## src/rtl/carry_stage_if.sv

```systemverilog
// ----------------------------------------------------------------------------
// carry_stage_if
// Purpose : bundles the upstream (H/G/P/cin + valid/ready) and downstream
//           (sum/cout + valid/ready, stall counter) signals of carry_stage.
// Parameter:
//   STALL_CNT_W - width of the stall counter; must match carry_stage.
// Signals:
//   H3..H0, G3..G0, P3..P0 : per-bit half-sum / generate / propagate
//   cin                    : carry-in
//   in_valid / in_ready    : upstream handshake
//   sum[3:0], cout         : result of the oldest buffered entry
//   out_valid / out_ready  : downstream handshake
//   stall_cnt              : saturating count of output-stalled cycles
// Modports:
//   master - the side that feeds operands and consumes results (bench)
//   slave  - the carry stage itself
// ----------------------------------------------------------------------------
interface carry_stage_if #(
    parameter int unsigned STALL_CNT_W = 8
);
    logic                   H3, H2, H1, H0;
    logic                   G3, G2, G1, G0;
    logic                   P3, P2, P1, P0;
    logic                   cin;
    logic                   in_valid;
    logic                   in_ready;
    logic [3:0]             sum;
    logic                   cout;
    logic                   out_valid;
    logic                   out_ready;
    logic [STALL_CNT_W-1:0] stall_cnt;

    modport master (
        output H3, H2, H1, H0,
        output G3, G2, G1, G0,
        output P3, P2, P1, P0,
        output cin, in_valid, out_ready,
        input  in_ready, sum, cout, out_valid, stall_cnt
    );

    modport slave (
        input  H3, H2, H1, H0,
        input  G3, G2, G1, G0,
        input  P3, P2, P1, P0,
        input  cin, in_valid, out_ready,
        output in_ready, sum, cout, out_valid, stall_cnt
    );
endinterface

```

## src/rtl/carry_stage.sv

```systemverilog
// ----------------------------------------------------------------------------
// carry_stage
// Purpose : final carry stage of a 4-bit adder. Takes per-bit half-sum,
//           generate and propagate terms, ripples the carries, and stores the
//           result in a 2-entry skid buffer with valid/ready on both sides.
// Ports   :
//   clk   - rising-edge clock for all state
//   rst_n - asynchronous active-low reset
//   bus   - carry_stage_if.slave (operands, results, handshakes, stall count)
// Parameter:
//   STALL_CNT_W - width of the saturating output-stall counter
// Build option:
//   CARRY_STAGE_EAC_EN - when defined, the adder runs modulo 15 with an
//   end-around carry: c0 is the group generate, cin is ignored, cout is 0
//   and an all-ones result is folded to zero.
// ----------------------------------------------------------------------------
module carry_stage #(
    parameter int unsigned STALL_CNT_W = 8
) (
    input  logic           clk,
    input  logic           rst_n,
    carry_stage_if.slave   bus
);

    typedef enum logic [1:0] {
        ST_EMPTY = 2'b00,
        ST_ONE   = 2'b01,
        ST_TWO   = 2'b10
    } state_t;

    localparam logic [STALL_CNT_W-1:0] STALL_MAX = {STALL_CNT_W{1'b1}};
    localparam logic [STALL_CNT_W-1:0] STALL_ONE = {{(STALL_CNT_W-1){1'b0}}, 1'b1};

    // Entry layout: {cout, sum[3:0]}
    function automatic logic [4:0] compute_entry(
        input logic [3:0] h,
        input logic [3:0] g,
        input logic [3:0] p,
        input logic       c_in
    );
        logic [4:0] c;
        logic [3:0] s;
`ifdef CARRY_STAGE_EAC_EN
        // End-around carry: the group generate re-enters as the carry-in.
        c[0] = g[3] | (p[3] & g[2]) | (p[3] & p[2] & g[1])
             | (p[3] & p[2] & p[1] & g[0]);
`else
        c[0] = c_in;
`endif
        for (int i = 0; i < 4; i++) begin
            c[i+1] = g[i] | (p[i] & c[i]);
            s[i]   = h[i] ^ c[i];
        end
`ifdef CARRY_STAGE_EAC_EN
        // 1111 is the second encoding of zero in modulo-15 arithmetic.
        if (s == 4'b1111) begin
            s = 4'b0000;
        end else begin
            s = s;
        end
        return {1'b0, s};
`else
        return {c[4], s};
`endif
    endfunction

    state_t                 r_state;
    state_t                 w_state_nxt;
    logic [4:0]             r_ent0;      // oldest entry, drives the outputs
    logic [4:0]             r_ent1;      // younger entry, only valid in TWO
    logic [4:0]             w_ent0_nxt;
    logic [4:0]             w_ent1_nxt;
    logic [4:0]             w_new;
    logic                   r_in_ready;
    logic                   r_out_valid;
    logic [STALL_CNT_W-1:0] r_stall_cnt;
    logic [STALL_CNT_W-1:0] w_stall_nxt;
    logic                   w_push;
    logic                   w_pop;
    logic [3:0]             w_h;
    logic [3:0]             w_g;
    logic [3:0]             w_p;

    assign w_h    = {bus.H3, bus.H2, bus.H1, bus.H0};
    assign w_g    = {bus.G3, bus.G2, bus.G1, bus.G0};
    assign w_p    = {bus.P3, bus.P2, bus.P1, bus.P0};
    assign w_new  = compute_entry(w_h, w_g, w_p, bus.cin);
    // Handshakes use the registered ready/valid, so no input reaches an output
    // combinationally.
    assign w_push = bus.in_valid & r_in_ready;
    assign w_pop  = r_out_valid & bus.out_ready;

    // Next-state and buffer-update logic of the skid FSM.
    always_comb begin
        w_state_nxt = r_state;
        w_ent0_nxt  = r_ent0;
        w_ent1_nxt  = r_ent1;
        case (r_state)
            ST_EMPTY: begin
                if (w_push) begin
                    w_state_nxt = ST_ONE;
                    w_ent0_nxt  = w_new;
                end else begin
                    w_state_nxt = ST_EMPTY;
                end
            end
            ST_ONE: begin
                if (w_push && w_pop) begin
                    // Popped entry is replaced in place by the new one.
                    w_state_nxt = ST_ONE;
                    w_ent0_nxt  = w_new;
                end else if (w_push) begin
                    w_state_nxt = ST_TWO;
                    w_ent1_nxt  = w_new;
                end else if (w_pop) begin
                    w_state_nxt = ST_EMPTY;
                    w_ent0_nxt  = 5'b00000;
                end else begin
                    w_state_nxt = ST_ONE;
                end
            end
            ST_TWO: begin
                // in_ready is low here, so only a pop can occur.
                if (w_pop) begin
                    w_state_nxt = ST_ONE;
                    w_ent0_nxt  = r_ent1;
                    w_ent1_nxt  = 5'b00000;
                end else begin
                    w_state_nxt = ST_TWO;
                end
            end
            default: begin
                w_state_nxt = ST_EMPTY;
                w_ent0_nxt  = 5'b00000;
                w_ent1_nxt  = 5'b00000;
            end
        endcase
    end

    // Saturating count of cycles where a result is held back by downstream.
    always_comb begin
        w_stall_nxt = r_stall_cnt;
        if (r_out_valid && !bus.out_ready) begin
            if (r_stall_cnt != STALL_MAX) begin
                w_stall_nxt = r_stall_cnt + STALL_ONE;
            end else begin
                w_stall_nxt = r_stall_cnt;
            end
        end else begin
            w_stall_nxt = r_stall_cnt;
        end
    end

    // State, buffer entries and registered handshake outputs.
    always_ff @(posedge clk or negedge rst_n) begin
        if (!rst_n) begin
            r_state     <= ST_EMPTY;
            r_ent0      <= 5'b00000;
            r_ent1      <= 5'b00000;
            r_in_ready  <= 1'b1;
            r_out_valid <= 1'b0;
            r_stall_cnt <= '0;
        end else begin
            r_state     <= w_state_nxt;
            r_ent0      <= w_ent0_nxt;
            r_ent1      <= w_ent1_nxt;
            r_in_ready  <= (w_state_nxt != ST_TWO);
            r_out_valid <= (w_state_nxt != ST_EMPTY);
            r_stall_cnt <= w_stall_nxt;
        end
    end

    assign bus.in_ready  = r_in_ready;
    assign bus.out_valid = r_out_valid;
    assign bus.sum       = r_ent0[3:0];
    assign bus.cout      = r_ent0[4];
    assign bus.stall_cnt = r_stall_cnt;

endmodule
```

## src/flat_wrapper.sv

```systemverilog
// flat-port wrapper written by rule: the top's interface ports become plain ports
module carry_stage_flat 
#(
    parameter int unsigned STALL_CNT_W = 8
)
  (clk, rst_n, bus_H3, bus_H2, bus_H1, bus_H0, bus_G3, bus_G2, bus_G1, bus_G0, bus_P3, bus_P2, bus_P1, bus_P0, bus_cin, bus_in_valid, bus_out_ready, bus_in_ready, bus_sum, bus_cout, bus_out_valid, bus_stall_cnt);
  carry_stage_if #(.STALL_CNT_W(STALL_CNT_W)) bus_i ();
  input  logic clk;
  input  logic rst_n;
  input wire logic [$bits(bus_i.H3)-1:0] bus_H3;
  input wire logic [$bits(bus_i.H2)-1:0] bus_H2;
  input wire logic [$bits(bus_i.H1)-1:0] bus_H1;
  input wire logic [$bits(bus_i.H0)-1:0] bus_H0;
  input wire logic [$bits(bus_i.G3)-1:0] bus_G3;
  input wire logic [$bits(bus_i.G2)-1:0] bus_G2;
  input wire logic [$bits(bus_i.G1)-1:0] bus_G1;
  input wire logic [$bits(bus_i.G0)-1:0] bus_G0;
  input wire logic [$bits(bus_i.P3)-1:0] bus_P3;
  input wire logic [$bits(bus_i.P2)-1:0] bus_P2;
  input wire logic [$bits(bus_i.P1)-1:0] bus_P1;
  input wire logic [$bits(bus_i.P0)-1:0] bus_P0;
  input wire logic [$bits(bus_i.cin)-1:0] bus_cin;
  input wire logic [$bits(bus_i.in_valid)-1:0] bus_in_valid;
  input wire logic [$bits(bus_i.out_ready)-1:0] bus_out_ready;
  output wire logic [$bits(bus_i.in_ready)-1:0] bus_in_ready;
  output wire logic [$bits(bus_i.sum)-1:0] bus_sum;
  output wire logic [$bits(bus_i.cout)-1:0] bus_cout;
  output wire logic [$bits(bus_i.out_valid)-1:0] bus_out_valid;
  output wire logic [$bits(bus_i.stall_cnt)-1:0] bus_stall_cnt;
  assign bus_i.H3 = bus_H3;
  assign bus_i.H2 = bus_H2;
  assign bus_i.H1 = bus_H1;
  assign bus_i.H0 = bus_H0;
  assign bus_i.G3 = bus_G3;
  assign bus_i.G2 = bus_G2;
  assign bus_i.G1 = bus_G1;
  assign bus_i.G0 = bus_G0;
  assign bus_i.P3 = bus_P3;
  assign bus_i.P2 = bus_P2;
  assign bus_i.P1 = bus_P1;
  assign bus_i.P0 = bus_P0;
  assign bus_i.cin = bus_cin;
  assign bus_i.in_valid = bus_in_valid;
  assign bus_i.out_ready = bus_out_ready;
  assign bus_in_ready = bus_i.in_ready;
  assign bus_sum = bus_i.sum;
  assign bus_cout = bus_i.cout;
  assign bus_out_valid = bus_i.out_valid;
  assign bus_stall_cnt = bus_i.stall_cnt;
  carry_stage #(.STALL_CNT_W(STALL_CNT_W)) u_core (.clk(clk), .rst_n(rst_n), .bus(bus_i));
endmodule
```

## config.mk

```make
export PLATFORM = sky130hd
export DESIGN_NAME = carry_stage_flat
export DESIGN_NICKNAME = d
export VERILOG_FILES = /design/src/rtl/carry_stage_if.sv /design/src/rtl/carry_stage.sv /design/src/flat_wrapper.sv
export SDC_FILE = /design/constraint.sdc
export NUM_CORES = 1
export LEC_CHECK = 0
export ABC_AREA = 0
export ABC_CLOCK_PERIOD_IN_PS = 2250
export CAP_MARGIN = 5
export CORE_MARGIN = 2
export CORE_UTILIZATION = 47
export DETAILED_ROUTE_END_ITERATION = 6
export GPL_TIMING_DRIVEN = 0
export PLACE_DENSITY = 0.79
export SYNTH_ARGS = -nofsm -noshare
export SYNTH_HDL_FRONTEND = slang
export SYNTH_SLANG_ARGS = --single-unit
export TNS_END_PERCENT = 5
```

## constraint.sdc

```tcl
create_clock -name clk -period 2.25 [get_ports clk]
set_clock_uncertainty 0.1 [all_clocks]
set_input_delay 0.3375 -clock clk [delete_from_list [all_inputs] [get_ports clk]]
set_output_delay 0.3375 -clock clk [all_outputs]
set_load 0.1 [all_outputs]
```

==> qor.yml <==
worst_pin_slew_ns: 0.970
grt_overflow_total: 0
drc: 0
worstSkewPairLatency_ns: 0.31
p_per_area_mw_per_mm2: 1570
grt_usage_pct: 19.4
grt_pass1_wl_mm: 3.93
hold_path.class: "reg -> reg"
finalPower_mw: 2.38
irDropWorstVdd_uv: 1120
rows: 17
start_util_pct: 50.6
path_cells: "nand2_2 -> inv_1 -> ha_2 -> nand2b_1 -> a311oi_1 -> or2_4 -> a221o_1"
synth_compound_area_share_pct: 18.4
dp_hpwl_mm: 1.92
max_freq_mhz: 477
critPathMaxFanout: 5
cap_violations: 0
areaGrowthSynthToFinish_pct: 32.7
synth_seq_cells: 22
synth_seq_area_share_pct: 48.4
drive_gt1_share_pct: 8.22
syn_avg_cell_area_sq_um: 10.3
endpoint_kind: "flop"
vias: 955
antenna_found_initial: 0
drv_slew: 0
synth_nets: 131
outcome: "completed"
ios: 32
clock_path_buffers: 2
numPortBuffers: 31
post-route-period-util_pct: 93.2
yosys_warnings: 0
tritoncts: "done"
synthAdderAreaFrac_pct: 3.29
antennaDiodeCount: 0
clock-sinks: 22
cts_buffers: 3
synth_area_sq_mm: 0.00114
yosysTopAreaCellShare_pct: 46.1
post_drt_via_cell_ratio: 5.49
final_common_cell: "dfrtp_1"
cp_slowest_stage_delay_ns: 0.64
cts_max_level: 1
wl_per_cell_um: 14.6
final_nets: 167
gp_congestion: 0.822
maxSlewHeadroom_pct: 35.1
cts.clk_slew.worst_paths_ns: 0.12
synthXorXnorAreaFrac_pct: 8.44
first_pass_iters: 4
postSynthCellCount: 111
synth.distinct_cells: 33
final_antenna_net_count: 0
rsz0062_at_grt: "false"
p_leak_nw: 0.738
setup_violations: 0
criticalPathCategory: "reg -> reg"
root_buffer: "clkbuf_4"
start_kind: "flop"
whs_ns: 0.401
die_y_um: 53.3
grt_max_degree: 23
synth_top_cells_by_area: "dfrtp_1, xor2_1, a22o_1"
synth_top_family_by_area: "compound AO/OA/AOI/OAI gates"
layout_min_cycle_time_ns: 2.10
fin_cells: 174
hold_viol: 0
die_area_sq_mm: 0.00284
arrival_ns: 2.20
dieWidth_um: 53.3
synth_simple_gate_area_share_pct: 16.1
numPlacedInstances: 170
critPathBufInv: 1
core-area_sq_mm: 0.00225
crit_slowest_cell: "dfstp_4"
drtIter0Drc: 15
final_cell_mix: "dfrtp_1, clkdlybuf4s50_1, dlygate4sd2_1, xor2_1, nor2_1"
yosysTopAreaCell: "dfrtp_1"
nFillCells: 218
grt_pass1_vias: 864
wl_mm: 2.55
synth_mux_area_share_pct: 2.74
path_delay_family: "flip-flops"
required_ns: 2.35
Yosys cell counts (all sizes together):
cell type and instances:
a21boi 1, a21o 2, a21oi 4, a221o 2, a22o 6, a22oi 2
a311oi 1, a31oi 1, and2 2, buf 1, clkbuf 1, dfrtp 21
dfstp 1, ha 3, inv 5, mux2 1, mux2i 2, nand2 8
nand2b 2, nand3 6, nand3b 2, nand4 1, nor2 8, nor2b 3
nor3 4, o21ai 4, o21bai 2, o2bb2ai 3, or2 1, xnor2 2
xor2 9
worst register-to-register path, delay by kind of cell, from the launching register on:
kind	cells	cell delay [ns]
AOI/OAI and AO/OA	2	0.41
buffers and inverters	1	0.12
and+or+nand+nor	3	0.50
adders and majority gates	1	0.23
DFF	1	0.64
registers in the layout (all words and copies together) (netlist names):
name                  flops
u_core.bus.out_valid      1
u_core.r_ent0             5
u_core.bus.stall_cnt      8
u_core.r_ent1             5
u_core.r_state            2
u_core.bus.in_ready       1
final cells by class:
cell class	instances	area, sq um	share of cell area (%)
Multi-Input combinational cell	82	564	37.3
Sequential cell	22	557	36.8
Timing Repair Buffer	31	292	19.3
Clock buffer	4	36.3	2.40
Tap cell	28	35.0	2.31
Inverter	5	18.8	1.24
Buffer	2	11.3	0.744
report_power, final:
| group | total, mW | switching (mW) | internal (mW) | leakage (nW) |
|---|---|---|---|---|
| combinational | 1.47 | 1.08 | 0.385 | 0.440 |
| clock | 0.218 | 0.119 | 0.0988 | 0.0210 |
| sequential | 0.688 | 0.131 | 0.557 | 0.277 |
per-layer routing:
metal,vias to the layer above,GRT usage [%],share of wire (%),wire (um)
met4,0,7.69,0.98,25
met1,461,24.5,46,1160
li1,464,-,-,-
met5,-,0,0,0
met2,26,32.3,49,1250
met3,4,3.95,4.3,110
cell families after synthesis:
group | after synthesis
mux | 3
xor+xnor | 11
flops | 22
buf+inv | 7
fa+ha+maj | 3
simple gates | 37
compound gates | 28
repair_timing:
action	CTS	global route
hold buffers	0	0
endpoints found under the setup margin	14	3
setup buffers	0	0
resized for setup	15	3
metrics by stage:
step	TNS [ns]	area [sq um]	worst slack [ns]	utilization, %
2_1_floorplan	-0.00912	1150	-0.00912	-
3_3_place_gp	-0.142	1490	-0.0714	66.3
3_5_place_dp	-0.281	1490	-0.0864	66.3
4_1_cts	0	1510	0.00110	67.1
5_1_grt	0	1510	0.0265	67.1
6_report	0	1510	0.153	67.1
worst paths after layout:
| kind | startpoint | end | slack, ns | depth (start not counted) |
|---|---|---|---|---|
| max in group asynchronous | rst_n | u_core.bus.out_valid | 0.95 | 1 |
| min in group asynchronous | rst_n | u_core.r_ent0[4] | 0.45 | 1 |
| max | u_core.bus.in_ready | u_core.r_ent0[3] | 0.15 | 7 |
| max reg2reg | u_core.bus.in_ready | u_core.r_ent0[3] | 0.15 | 7 |
| min | u_core.r_ent0[1] | u_core.r_ent0[1] | 0.40 | 1 |
| min reg2reg | u_core.r_ent0[1] | u_core.r_ent0[1] | 0.40 | 1 |
No activity file was read; power rests on OpenSTA's default activity.
